--- src/rtl/prng_pkg.sv ---
`default_nettype none
// ============================================================================
//  Module      : prng_pkg
//  Description : Shared constants, state encoding and LFSR step function for
//                the shared-PRNG scheduler.
//                  LFSR_TAPS  - feedback mask, fb = ^(q & LFSR_TAPS)
//                  LFSR_RESET - reset / zero-seed substitute state
//                  state_t    - scheduler states {WARM, SERVE}
//                  lfsr_next  - one Fibonacci step, q -> {q[30:0], fb}
//  Revision    : 1.0 - initial release
// ============================================================================
package prng_pkg;

    // Taps at bits 31,29,28,27,23,20,19,17,15,14,12,11,9,4,3,2.
    localparam logic [31:0] LFSR_TAPS  = 32'hB89ADA1C;
    localparam logic [31:0] LFSR_RESET = 32'hAAAAAAAA;

    typedef enum logic [0:0] {
        WARM  = 1'b0,
        SERVE = 1'b1
    } state_t;

    function automatic logic [31:0] lfsr_next(input logic [31:0] q);
        return {q[30:0], ^(q & LFSR_TAPS)};
    endfunction

endpackage
`default_nettype wire

--- src/rtl/rr_arbiter.sv ---
`default_nettype none
// ============================================================================
//  Module      : rr_arbiter
//  Description : Purely combinational round-robin pick. Selects the first
//                asserted request at or after ptr, wrapping modulo NREQ.
//  Ports       : req     [NREQ-1:0]  request vector
//                ptr     [IDX_W-1:0] highest-priority index (< NREQ)
//                en      1           enable; when low no winner is reported
//                win     [NREQ-1:0]  one-hot winner (zero if none)
//                win_idx [IDX_W-1:0] index of winner (zero if none)
//  Revision    : 1.0 - initial release
// ============================================================================
module rr_arbiter #(
    parameter int NREQ  = 4,
    parameter int IDX_W = $clog2(NREQ)
) (
    input  logic [NREQ-1:0]  req,
    input  logic [IDX_W-1:0] ptr,
    input  logic             en,
    output logic [NREQ-1:0]  win,
    output logic [IDX_W-1:0] win_idx
);

    always_comb begin
        logic w_found;
        int   w_j;
        win     = '0;
        win_idx = '0;
        w_found = 1'b0;
        w_j     = 0;
        if (en) begin
            // Scan NREQ slots starting at ptr; the first hit wins.
            for (int k = 0; k < NREQ; k++) begin
                w_j = int'(ptr) + k;
                if (w_j >= NREQ) begin
                    w_j = w_j - NREQ;
                end
                if (!w_found && req[w_j]) begin
                    w_found    = 1'b1;
                    win[w_j]   = 1'b1;
                    win_idx    = IDX_W'(w_j);
                end
            end
        end
    end

endmodule
`default_nettype wire

--- src/rtl/prng_scheduler.sv ---
`default_nettype none
// ============================================================================
//  Module      : prng_scheduler
//  Description : Shares one 32-bit Fibonacci LFSR among NREQ consumers.
//                Round-robin grants each deliver a fresh OUT_W-bit word; the
//                LFSR only steps on a grant or during warm-up, so no word is
//                ever delivered twice. Handles runtime seeding + warm-up.
//  Ports       : clk        1          clock (posedge)
//                rst        1          synchronous active-high reset
//                seed_valid 1          load seed this cycle
//                seed       32         new LFSR state (0 -> LFSR_RESET)
//                req        NREQ       level requests
//                gnt        NREQ       registered one-hot grant pulse
//                rnd_valid  1          |gnt
//                rnd_out    OUT_W      random word, valid with rnd_valid
//                busy       1          high while warming up
//  Revision    : 1.0 - initial release
// ============================================================================
module prng_scheduler #(
    parameter int NREQ   = 4,
    parameter int OUT_W  = 4,
    parameter int WARMUP = 32
) (
    input  logic              clk,
    input  logic              rst,
    input  logic              seed_valid,
    input  logic [31:0]       seed,
    input  logic [NREQ-1:0]   req,
    output logic [NREQ-1:0]   gnt,
    output logic              rnd_valid,
    output logic [OUT_W-1:0]  rnd_out,
    output logic              busy
);
    import prng_pkg::*;

    localparam int c_idx_w = $clog2(NREQ);
    localparam int c_cnt_w = (WARMUP > 0) ? $clog2(WARMUP + 1) : 1;

    localparam logic [c_cnt_w-1:0] c_cnt_init   = c_cnt_w'(WARMUP);
    localparam logic [c_idx_w-1:0] c_last_idx   = c_idx_w'(NREQ - 1);
    // With no warm-up requested the scheduler is ready straight away.
    localparam state_t             c_state_init = (WARMUP == 0) ? SERVE : WARM;

    state_t              r_state,   w_state_nxt;
    logic [31:0]         r_q,       w_q_nxt;
    logic [c_cnt_w-1:0]  r_cnt,     w_cnt_nxt;
    logic [c_idx_w-1:0]  r_ptr,     w_ptr_nxt;
    logic [NREQ-1:0]     r_gnt,     w_gnt_nxt;
    logic                r_rvalid,  w_rvalid_nxt;
    logic [OUT_W-1:0]    r_rnd,     w_rnd_nxt;
    logic                r_busy,    w_busy_nxt;

    logic                w_arb_en;
    logic [NREQ-1:0]     w_win;
    logic [c_idx_w-1:0]  w_win_idx;

    // A seed load pre-empts any grant in the same cycle.
    assign w_arb_en = (r_state == SERVE) && !seed_valid;

    rr_arbiter #(
        .NREQ  (NREQ),
        .IDX_W (c_idx_w)
    ) u_arb (
        .req     (req),
        .ptr     (r_ptr),
        .en      (w_arb_en),
        .win     (w_win),
        .win_idx (w_win_idx)
    );

    always_ff @(posedge clk) begin
        if (rst) begin
            r_state  <= c_state_init;
            r_q      <= LFSR_RESET;
            r_cnt    <= c_cnt_init;
            r_ptr    <= '0;
            r_gnt    <= '0;
            r_rvalid <= 1'b0;
            r_rnd    <= '0;
            r_busy   <= (WARMUP != 0);
        end else begin
            r_state  <= w_state_nxt;
            r_q      <= w_q_nxt;
            r_cnt    <= w_cnt_nxt;
            r_ptr    <= w_ptr_nxt;
            r_gnt    <= w_gnt_nxt;
            r_rvalid <= w_rvalid_nxt;
            r_rnd    <= w_rnd_nxt;
            r_busy   <= w_busy_nxt;
        end
    end

    always_comb begin
        w_state_nxt = r_state;
        w_q_nxt     = r_q;
        w_cnt_nxt   = r_cnt;
        w_ptr_nxt   = r_ptr;
        w_gnt_nxt   = '0;
        w_rnd_nxt   = r_rnd;

        if (seed_valid) begin
            // All-zero is the LFSR lock-up state; substitute the reset value.
            w_q_nxt     = (seed == 32'h0) ? LFSR_RESET : seed;
            w_cnt_nxt   = c_cnt_init;
            w_state_nxt = c_state_init;
        end else begin
            case (r_state)
                WARM: begin
                    if (r_cnt == '0) begin
                        w_state_nxt = SERVE;
                    end else begin
                        w_q_nxt   = lfsr_next(r_q);
                        w_cnt_nxt = r_cnt - c_cnt_w'(1);
                        // Leave on the last step so the first grant can
                        // follow immediately after the final warm-up step.
                        if (r_cnt == c_cnt_w'(1)) begin
                            w_state_nxt = SERVE;
                        end
                    end
                end
                SERVE: begin
                    if (|w_win) begin
                        w_gnt_nxt = w_win;
                        w_rnd_nxt = r_q[OUT_W-1:0];
                        w_q_nxt   = lfsr_next(r_q);
                        w_ptr_nxt = (w_win_idx == c_last_idx) ? '0
                                                              : w_win_idx + c_idx_w'(1);
                    end
                end
            endcase
        end

        w_rvalid_nxt = |w_gnt_nxt;
        w_busy_nxt   = (w_state_nxt == WARM);
    end

    assign gnt       = r_gnt;
    assign rnd_valid = r_rvalid;
    assign rnd_out   = r_rnd;
    assign busy      = r_busy;

endmodule
`default_nettype wire

--- config.mk ---
export PLATFORM = sky130hd
export DESIGN_NAME = prng_scheduler
export DESIGN_NICKNAME = d
export VERILOG_FILES = /design/src/rtl/prng_pkg.sv /design/src/rtl/rr_arbiter.sv /design/src/rtl/prng_scheduler.sv
export SDC_FILE = /design/constraint.sdc
export NUM_CORES = 1
export LEC_CHECK = 0
export BUFFER_PORTS_ARGS = -buffer_cell sky130_fd_sc_hd__buf_4
export CORE_MARGIN = 2
export CORE_UTILIZATION = 55
export CTS_CLUSTER_DIAMETER = 50
export DETAILED_ROUTE_END_ITERATION = 10
export HOLD_SLACK_MARGIN = 0.08
export PLACE_DENSITY_LB_ADDON = 0.3
export RECOVER_POWER = 50
export SLEW_MARGIN = 20
export SYNTH_ARGS = -nofsm -noshare
export SYNTH_HDL_FRONTEND = slang
export SYNTH_SLANG_ARGS = --single-unit
--- constraint.sdc ---
create_clock -name clk -period 6.25 [get_ports clk]
set_clock_uncertainty 0.05 [all_clocks]
set_input_delay 0.625 -clock clk [delete_from_list [all_inputs] [get_ports clk]]
set_output_delay 0.625 -clock clk [all_outputs]
set_load 0.01 [all_outputs]
# [Word level (Yosys, flattened, before mapping)]
# Index checks and enable logic that the tools add are counted.
[word_totals] regBits=51 latch_bits=0 mem_bits_rw=0 romBits=0 word_cells=121 n_memories=0
[op_classes] n_addsub=9 multipliers=0 n_div=0 n_lt_le_gt_ge=12 n_eq_ne=4 n_shift=0 mux=60 bitwise=7 n_reduce_logical=21
[ops] cell="2-to-1 mux 32 bit" count=12
[ops] cell=">= comparator 32 x 1 -> 1 bit (second input constant)" count=4
[ops] cell="< comparator 32 x 4 -> 1 bit (second input constant)" count=4
[ops] cell=">= comparator 32 x 4 -> 1 bit (second input constant)" count=3
[ops] cell="subtractor 32 x 4 -> 32 bit (second input constant)" count=3
[ops] cell="case mux 32 bit (2 select lines)" count=1
[ops] cell="2-to-1 mux 4 bit" count=11
[ops] cell="logical NOT 32 bit" count=1
[ops] cell="parity 32 bit" count=1
[ops] cell="2-to-1 mux 1 bit" count=22
[ops] cell="2-to-1 mux 2 bit" count=6
[ops] cell="bitwise OR 4 bit" count=3
[ops] cell="binary-select mux 1 bit (select 2 bit)" count=4
[ops] cell="demux 1 bit (select 2 bit)" count=4
[ops] cell="logical AND 1 bit" count=8
[ops] cell="OR reduction 4 bit" count=2
[ops] cell="adder 2 x 2 -> 3 bit (second input constant)" count=2
[ops] cell="== test 6 x 1 -> 1 bit (second input constant)" count=1
[ops] cell="logical NOT 6 bit" count=1
[ops] cell="subtractor 6 x 1 -> 6 bit (second input constant)" count=1
[ops] cell="logical NOT 1 bit" count=4
[ops] cell="NOT 1 bit" count=4
[ops] cell="AND reduction 2 bit" count=2
[ops] cell="subtractor 2 x 3 -> 4 bit (second input constant)" count=1
[ops] cell="8 further kinds" count=8

# [Longest topological paths before layout]
# Gate-level depths: netlist of run 1.
[depth] word_depth=25 mapped_depth=12 mapped_depth_nobuf=8

# [Modules after synthesis]
# Synthesis of run 1 repeated with hierarchy kept, for this count alone.
[unflattened] hier_cells=321 area_unflattened_um2=2974.1
[by_module_without_submodules] module="prng_scheduler" n_inst=1 cells_each=243 area_each_um2=2387.3 seq_area_each_um2=1021.0
[by_module_without_submodules] module="rr_arbiter" n_inst=1 cells_each=78 area_each_um2=586.8 seq_area_each_um2=0.0

# [Least setup slack after synthesis of run 1]
# OpenSTA, ideal clock, no wires.
[synth_path] path_type="reg-to-reg" start="reg r_ptr[0]" end="reg r_q[0]" setup_ps=72 arrival_ps=3236 t_required_ps=6128 path_slack_ps=2893 stages_incl_launch_ff=13 period_less_slack_ps=3357 cell_sequence="dfxtp_1 > buf_2 > buf_2 > inv_1 > ha_1 > buf_4 > mux4_2 > a21oi_1 > o2bb2ai_1 > o221ai_1 > o41ai_4 > buf_6 > mux2i_1"
[synth_via] elab_chain_len=23 elab_cells_between_ends=77
[synth_lines] element="from (decl)" line="prng_scheduler.sv:47" text="logic [c_idx_w-1:0] r_ptr, w_ptr_nxt;"
[synth_lines] element="from (signal assigned)" line="prng_scheduler.sv:85" text="r_ptr <= w_ptr_nxt;"
[synth_lines] element="parallel branches: the longest is 18 deep, another holds subtractor 32 x 4 -> 32 bit"
[synth_lines] element="2-to-1 mux 4 bit *" line="rr_arbiter.sv:38" text="if (!w_found && req[w_j]) begin"
[synth_lines] element="2-to-1 mux 4 bit *" line="rr_arbiter.sv:31" text="if (en) begin"
[synth_lines] element="OR reduction 4 bit *" line="prng_scheduler.sv:122" text="if (|w_win) begin"
[synth_lines] element="!= test 3 x 2 -> 1 bit (no source line) *"
[synth_lines] element="AND reduction 2 bit (no source line) *"
[synth_lines] element="to (signal assigned)" line="prng_scheduler.sv:83" text="r_q <= w_q_nxt;"
[synth_lines] element="to (decl)" line="prng_scheduler.sv:45" text="logic [31:0] r_q, w_q_nxt;"
# Mark *: on every way between the ends. The select of a mux whose other input is x is not followed.
# A chain may end at the register's enable or synchronous reset.

# [Final worst setup path of run 1]
[layout_path] start="reg r_ptr[0]" end="reg r_rnd[3], in the netlist rnd_out[3]"
[layout_via] elab_chain_len=22 elab_cells_between_ends=76
[layout_lines] element="parallel branches: the longest is 18 deep, another holds subtractor 32 x 4 -> 32 bit"
[layout_lines] element="2-to-1 mux 4 bit *" line="rr_arbiter.sv:38"
[layout_lines] element="2-to-1 mux 4 bit *" line="rr_arbiter.sv:31"
[layout_lines] element="OR reduction 4 bit *" line="prng_scheduler.sv:122"
[layout_lines] element="AND reduction 3 bit (no source line) *"
[layout_lines] element="to (signal assigned)" line="prng_scheduler.sv:88" text="r_rnd <= w_rnd_nxt;"
[layout_lines] element="to (decl)" line="prng_scheduler.sv:50" text="logic [OUT_W-1:0] r_rnd, w_rnd_nxt;"
# Marks and branches as above.

==> impl_results.md, run 1 <==
* Outcome: finished clean
* Setup TNS at 0 ns
* Crit path from: r_ptr[0]$_SDFFE_PP0P_
* Syn nets at 438
* # setup viols final at 0
* Gr usage total at 21.54%
* Static leakage at 1.434 nW
* Die width at 81.63 um
* DP HPWL at 4.759 mm
* Share of layout cells above drive strength 1 at 18.44%
* Critical path required time at 6.43 ns
* Global-route wire length before repair at 11.39 mm
* Initial Util at 56.31%
* Initial drt markers at 84
* Post-synth top area share at 30.80%
* Unrepaired setup endpoints after global routing: false
* Largest net degree at the start of global routing at 55
* Clk_lat worst skew at 0.31 ns
* Grt ovf at 0
* Area of the multi-input gates at 2043 um2
* Routability cong. at 0.8303
* Final core utilization at 62.35%
* Slew Viols, Final at 0
* Ys flop type: dfxtp_1
* CTS Buf Count at 5
* CTS Buffer Depth at 2
* Mapped Avg Cell Area at 8.477 um2
* Slew margin rel. at 33.17%
* CTS Sinks at 51
* Vias/cell at 5.510
* Power Density at 217.2 nW/um2
* Dominant cells by area after synthesis: dfxtp_1, mux2i_1, nor2_1
* Die H at 81.63 um
* Final hold vios at 0
* Core area at 5886 um2
* Post-synth EDFFs at 0
* Fill count at 543
* Vias in the first global route at 2531
* Max_cap viols at 0
* Area occupied by registers at 1021 um2
* Ant diodes at 0
* CP arrival at 4.64 ns
* CP endpoint kind: flip-flop
* Fmax at 224.2 MHz
* Worst Setup Path Type: flip-flop to flip-flop
* Crit path time final at 4.460 ns
* Post-synth top cells: nor2_1, nand2_1, dfxtp_1
* # hold bufs at CTS at 0
* Syn Inst Count at 391
* Routed Antenna Nets at 0
* Clk root buf: clkbuf_8
* Cts repair resizes at 0
* Die ar. at 6663 um2
* Post-synth top area cell: dfxtp_1
* Yosys warnings at 0
* Yosys reg bits at 51
* Routed length per placed instance at 13.82 um
* TritonRoute pass-1 iters at 4
* H-tree depth at 2
* Post-CTS setup buffer count at 0
* I/O pins at 49
* Initial antenna violation count at 0
* Reg-to-Reg Start: r_ptr[0]$_SDFFE_PP0P_
* Final total power at 0.0007971 W
* # DRC at 0
* FP Rows at 28
* Count leader, synth: nor2_1
* Worst slew pin tran at 0.9885 ns
* Startpoint Class: flip-flop
* Clk pin slew, worst setup/hold paths at 0.09 ns
* Via count at 2744
* Placement Setup Slack at 2.272 ns
* # nets final at 469
* VDD IR max at 107.5 uV
* Area delta synth->final at 10.72%
* Post-synth ARST share at 0%
* Register area share after synthesis at 30.80%
* Crit path max fanout at 22
* Drt total wl at 6.884 mm
* Final worst slack at 1.790 ns
* Port Buffers at 48
* Cell area after synthesis at 3314 um2
* HP Start: rnd_out[1]$_SDFFE_PP0P_
* CTS tree: built
* Synth unique cells at 46
* HP Class: flip-flop to flip-flop
* Period utilisation layout at 71.36%
==> power breakdown <==
| group | switching [W] | total, W | internal, W |
|---|---|---|---|
| clock network | 0.000112 | 0.000203 | 0.0000906 |
| registers | 0.0000243 | 0.000380 | 0.000356 |
| logic | 0.000105 | 0.000214 | 0.000109 |
==> critical path: stages, from the launching register on <==
cell	delay, ns
dfxtp_1	0.86
inv_1	0.24
ha_1	0.53
mux4_2	0.60
nor4b_1	0.87
o41ai_1	0.22
o21a_1	0.18
a21boi_0	0.58
mux2i_1	0.26
==> logic make-up after synthesis <==
logic type | after synthesis | share of synthesized area, %
muxes | 66 | 22.16
AOI/OAI and AO/OA | 52 | 12.50
xor gates and xnor gates | 20 | 5.285
adders and majority gates | 8 | 3.020
DFF | 51 | 30.80
buffers and inverters | 47 | 6.757
and+or+nand+nor | 147 | 19.48
==> layout make-up <==
cell class                 instances  area share (%)
tap                               75           2.557
clock buffer                       6           2.250
timing repair buffer              49           9.001
multi-input combinational        293           55.68
sequential                        51           27.82
inverter                          22           2.250
clock inverter                     2          0.4432
==> registers in the layout (all words and copies together), names as in the netlist <==
register,flops
rnd_out,4
r_q,32
r_cnt,6
r_ptr,2
busy,1
r_state,1
rnd_valid,1
gnt,4
==> per-stage QoR <==
step                      cells  hold slack, ns  area (um2)
after floorplan             391          0.3884        3314
after global placement      490          0.3953        3635
after detailed placement    490          0.4028        3635
after CTS                   498          0.4154        3734
after global routing        498          0.4328        3670
final                       498          0.4168        3670
==> layout by cell type (no fill, tap or decap), drive strengths merged, types with 3 or more instances in the layout <==
cell type / count
inv: 22
nor2: 63
or2: 4
nand2: 52
nand4: 3
nand2b: 6
a21oi: 8
clkbuf: 16
nor4: 9
mux2: 19
xor2: 3
a31oi: 16
nor3: 4
mux4: 4
buf: 39
mux2i: 43
o22ai: 5
ha: 8
dfxtp: 51
xnor2: 17
a211oi: 5
o211ai: 3
==> layer usage <==
metal / up-vias / GRT usage, % / wire [um]
met1: 1286 / 28.02 / 3202
li1: 1406 / - / -
met3: 4 / 3.956 / 226
met2: 48 / 36.97 / 3407
met4: 0 / 5.333 / 47
met5: - / 0 / 0
==> final timing paths <==
check,end,slack [ns],depth (start not counted)
setup / recovery,rnd_out[3]$_SDFFE_PP0P_,1.79,8
hold / removal,rnd_out[1]$_SDFFE_PP0P_,0.42,2
setup reg to reg,rnd_out[3]$_SDFFE_PP0P_,1.79,8
hold reg to reg,rnd_out[1]$_SDFFE_PP0P_,0.42,2
(Power assumes the default switching activity.)
==> run 2, diff against run 1 <==
- CORE_UTILIZATION: 55 -> 52
- clock period: 6.25 -> 4 ns (I/O delays scaled with it)
==> run 2 against run 1 <==
Largest power group unchanged; via count up 1.4%; sequential share of layout area down 0.45 points; maximum frequency up 24%; worst setup slack worse by 1.4 ns; combinational power up 60%; critical path depth unchanged; global-route usage down 1.2 points; power up 64%; non-clock buffer count up 1; clock power up 83%; register-to-register slack worse by 1.4 ns; cell count up 0.60%.
==> impl_results.md, run 2 (synthesis gave the netlist of run 1 again) <==
* Vias in the first global route at 2586
* Clock share of power at 28.4%
* VDD IR max at 229.8 uV
* Area delta synth->final at 12.53%
* Gr usage total at 20.30%
* Most frequent cells in the layout: nor2_1, nand2_1, dfxtp_1
* Crit path to: rnd_out[3]$_SDFFE_PP0P_
* Initial antenna violation count at 0
* Unrepaired setup endpoints after global routing: false
* Static leakage at 1.464 nW
* Routability cong. at 0.8781
* Initial Util at 53.11%
* Routed Antenna Nets at 0
* CTS Buffer Depth at 2
* Worst Hold Depth at 2
* H-tree depth at 2
* Clk_lat worst skew at 0.31 ns
* Via count at 2783
* Placement Setup Slack at 0.5015 ns
* Die width at 83.84 um
* TritonRoute pass-1 iters at 4
* Slew margin rel. at 50.71%
* Final worst slack at 0.4105 ns
* Die H at 83.84 um
* Drt total wl at 6.978 mm
* Startpoint Class: flip-flop
* Combinational power share at 26.2%
* Crit path time final at 3.590 ns
* # DRC at 0
* Clk root buf: clkbuf_8
* Flop pwr share at 45.4%
* Largest net degree at the start of global routing at 55
* Initial drt markers at 208
* CP arrival at 3.77 ns
* Grt ovf at 0
* Fin Hold WS at 0.4120 ns
* Core area at 6241 um2
* # setup viols final at 0
* Fill count at 560
* Slew Viols, Final at 0
* CP endpoint kind: flip-flop
* Ant diodes at 0
* Reg-to-Reg Start: r_ptr[1]$_SDFFE_PP0P_
* Switching Share at 28.73%
* Post-CTS setup buffer count at 0
* Crit path max fanout at 12
* CTS tree: built
* Power Density at 350.5 nW/um2
* Outcome: finished clean
* Fmax at 278.6 MHz
* Reg-to-reg endpoint: rnd_out[3]$_SDFFE_PP0P_
* Die ar. at 7028 um2
* # nets final at 470
* Share of layout cells above drive strength 1 at 19.10%
* HP Class: flip-flop to flip-flop
* CTS Sinks at 51
* CTS Buf Count at 5
* Global-route wire length before repair at 11.89 mm
* DP HPWL at 4.960 mm
* Reg2reg path depth at 8
* Port Buffers at 48
* Max_cap viols at 0
* # hold bufs at CTS at 0
* Routed length per placed instance at 13.93 um
* Worst slew pin tran at 0.7394 ns
* Worst R2R Setup Slack at 0.41 ns
* Setup TNS at 0 ns
* Top reg by flops: r_q
* Worst Setup Path Type: flip-flop to flip-flop
* Clk pin slew, worst setup/hold paths at 0.09 ns
* Largest regs: r_q x32, r_cnt x6
* Final hold vios at 0
* P_int at 0.0009317 W
* Commonest non-fill, non-tap cell in the layout: nor2_1
* Vias/cell at 5.555
* Cts repair resizes at 0
* Psw at 0.0003757 W
* FP Rows at 29
* Crit path from: r_ptr[1]$_SDFFE_PP0P_
* I/O pins at 49
* Max reg flops at 32
* Period utilisation layout at 89.74%
* Critical path required time at 4.18 ns
[run 2: per-stage QoR]
step / area [um2] / power, W / util (%) / cells
3_3_place_gp: 3657 / 0.0009366 / 58.60 / 493
6_report: 3730 / 0.001307 / 59.76 / 501
3_5_place_dp: 3657 / 0.0009473 / 58.60 / 493
5_1_grt: 3730 / 0.001380 / 59.76 / 501
2_1_floorplan: 3314 / 0.0008665 / - / 391
4_1_cts: 3775 / 0.001313 / 60.49 / 501
[run 2: how the worst min path moves through the flow]
stage / startpoint / end / slack [ns]
6_report: r_q[18]$_SDFFE_PP0P_ / r_q[18]$_SDFFE_PP0P_ / 0.41
5_1_grt: seed[12] / r_q[12]$_SDFFE_PP0P_ / 0.44
4_1_cts: r_q[18]$_SDFFE_PP0P_ / r_q[18]$_SDFFE_PP0P_ / 0.42
3_5_place_dp: r_q[18]$_SDFFE_PP0P_ / r_q[18]$_SDFFE_PP0P_ / 0.40
3_3_place_gp: r_q[30]$_SDFFE_PP0P_ / r_q[30]$_SDFFE_PP0P_ / 0.40
2_1_floorplan: r_q[10]$_SDFFE_PP0P_ / r_q[10]$_SDFFE_PP0P_ / 0.39
[run 2: power by group through the flow]
stage | registers (W) | clock network (W) | logic [W]
2_1_floorplan | 0.000596 | 0 | 0.000271
6_report | 0.000593 | 0.000371 | 0.000343
3_5_place_dp | 0.000604 | 0 | 0.000343
4_1_cts | 0.000593 | 0.000375 | 0.000345
3_3_place_gp | 0.000603 | 0 | 0.000334
5_1_grt | 0.000601 | 0.000398 | 0.000381
[run 2: layout make-up]
| type | instances | area, um2 | share of cell area (%) |
|---|---|---|---|
| Clock inverter | 2 | 35.03 | 0.9393 |
| Tap cell | 77 | 96.34 | 2.583 |
| Sequential cell | 51 | 1021 | 27.37 |
| Multi-Input combinational cell | 293 | 2062 | 55.28 |
| Inverter | 22 | 82.58 | 2.214 |
| Timing Repair Buffer | 50 | 350.3 | 9.393 |
| Clock buffer | 6 | 82.58 | 2.214 |
[run 2: critical path, cell delays in order (launching register included)]
cell      delay (ns)
dfxtp_1         0.64
inv_1           0.14
ha_1            0.50
mux4_2          0.62
nor4b_4         0.41
o41ai_1         0.21
o21a_1          0.16
a21boi_0        0.55
mux2i_1         0.25
[run 2: layer usage]
metal	GRT usage, %	up-vias	wire length, um
met3	3.660	11	216
li1	-	1414	-
met5	0	-	0
met2	32.07	48	3212
met4	7.331	0	121
met1	27.84	1310	3428
==> run 3, diff against run 2 <==
- CORE_UTILIZATION: 52 -> 25
- RECOVER_POWER: 50 -> not set
- clock period: 4 -> 3.9 ns (I/O delays scaled with it)
==> run 3 against run 2 <==
Global-route usage shrank 8.7 points; power is 17% higher; routed wire length rose by 14%; via count decreased by 0.43%; critical endpoint is now r_q[20]$_SDFFE_PP0P_; largest cell class unchanged; largest power group unchanged.
==> impl_results.md, run 3 (synthesis gave the netlist of run 1 again) <==
* Outcome: finished clean
* I/O pins at 49
* Setup TNS at 0 ns
* CTS Buffer Depth at 2
* # hold bufs at CTS at 0
* CTS tree: built
* Routed Antenna Nets at 0
* Vias/cell at 4.611
* Cell family with most CP delay: compound AO/OA/AOI/OAI gates
* Crit path max fanout at 32
* Ant diodes at 0
* # DRC at 0
* TritonRoute pass-1 iters at 5
* Top reg by flops: r_q
* HP Class: flip-flop to flip-flop
* CP arrival at 3.72 ns
* Max reg flops at 32
* Fmax at 282.1 MHz
* Slowest-stage cell, CP: dfxtp_1
* Startpoint Class: flip-flop
* Clk_lat worst skew at 0.29 ns
* Worst Setup Path Type: flip-flop to flip-flop
* Critical path required time at 4.07 ns
* Global-route wire length before repair at 13.44 mm
* Commonest non-fill, non-tap cell in the layout: nor2_1
* Slew margin rel. at 44.32%
* Max_cap viols at 0
* Port Buffers at 48
* DP HPWL at 5.782 mm
* DP Area at 3789 um2
* Final total power at 0.001530 W
* FP Rows at 42
* Die ar. at 14190 um2
* Clk root buf: clkbuf_16
* CP endpoint kind: flip-flop
* Largest net degree at the start of global routing at 55
* Initial Util at 25.33%
* Critical path, cell by cell: inv_1 > ha_1 > mux4_2 > a21oi_1 > o2bb2ai_1 > o221ai_1 > o41ai_4 > buf_12 > mux2i_1
* Grt ovf at 0
* CTS Buf Count at 5
* Share of layout cells above drive strength 1 at 21.41%
* Worst slew pin tran at 0.8343 ns
* Gr usage total at 11.57%
* Final hold vios at 0
* Cell area after layout at 3978 um2
* Initial antenna violation count at 0
* Cts repair resizes at 0
* Post-CTS setup buffer count at 0
* Die width at 119.1 um
* Area delta synth->final at 20.01%
* Routed length per placed instance at 13.20 um
* H-tree depth at 2
* Period utilisation layout at 90.89%
* Clk pin slew, worst setup/hold paths at 0.07 ns
* VDD IR max at 174.3 uV
* Power Density at 384.6 nW/um2
* Crit path time final at 3.545 ns
* Drt total wl at 7.931 mm
* Routability cong. at 0.8001
* Die H at 119.1 um
* Core area at 13090 um2
* Largest regs: r_q x32, r_cnt x6
* CP max stage delay at 0.63 ns
* Slew Viols, Final at 0
* Static leakage at 1.543 nW
* Via count at 2771
* Crit path buffers/inverters at 2
* Initial drt markers at 171
* CTS Sinks at 51
* Unrepaired setup endpoints after global routing: false
* # nets final at 471
* # setup viols final at 0
* Vias in the first global route at 2754
* Most frequent cells in the layout: nor2_1, nand2_1, dfxtp_1
-- run 3: cell types whose count changed in the layout (fill, tap and decap cells not counted), sizes merged --
cell,previous run,this run
buf,40,51
bufinv,1,2
clkbuf,16,6
clkinv,1,0
-- run 3: worst paths after layout --
kind | startpoint | cells past startpoint | endpoint | slack (ns)
setup / recovery | r_ptr[1]$_SDFFE_PP0P_ | 9 | r_q[20]$_SDFFE_PP0P_ | 0.36
hold reg to reg | rnd_out[1]$_SDFFE_PP0P_ | 2 | rnd_out[1]$_SDFFE_PP0P_ | 0.41
setup reg to reg | r_ptr[1]$_SDFFE_PP0P_ | 9 | r_q[20]$_SDFFE_PP0P_ | 0.36
hold / removal | rnd_out[1]$_SDFFE_PP0P_ | 2 | rnd_out[1]$_SDFFE_PP0P_ | 0.41
-- run 3: area by class of cell --
class / count / area [um2]
Inverter: 22 / 82.58
Clock inverter: 2 / 60.06
Sequential cell: 51 / 1021
Clock buffer: 6 / 128.9
Tap cell: 176 / 220.2
Multi-Input combinational cell: 293 / 2069
Timing Repair Buffer: 51 / 395.4
Fill cell: 1383 / 9107
-- run 3: per-layer routing --
metal | share of wire, % | GRT usage [%]
met4 | 1.0 | 2.902
met2 | 46 | 18.75
met5 | 0 | 0
met3 | 3.9 | 2.299
met1 | 49 | 15.72
-- run 3: worst min-delay path, delay by kind of cell (launching register included) --
family        cells  cell delay, ns
flops             1            0.31
simple gates      1            0.05
mux               1            0.05
-- run 3: metrics by stage --
stage	hold slack, ns	utilization [%]	setup WS (ns)	instances
floorplan	0.3884	-	0.5427	391
global placement	0.3945	28.95	0.5255	593
detailed placement	0.4028	28.95	0.3991	593
CTS	0.4140	30.40	0.3677	601
global route	0.4317	30.40	0.1581	601
finish	0.4110	30.40	0.3552	601
-- run 3: where the power goes --
| part | internal (W) | total [W] | switching (W) |
|---|---|---|---|
| logic | 0.000179 | 0.000353 | 0.000173 |
| registers | 0.000571 | 0.000609 | 0.0000380 |
| clock network | 0.000368 | 0.000568 | 0.000200 |
| total | 0.00112 | 0.00153 | 0.000411 |
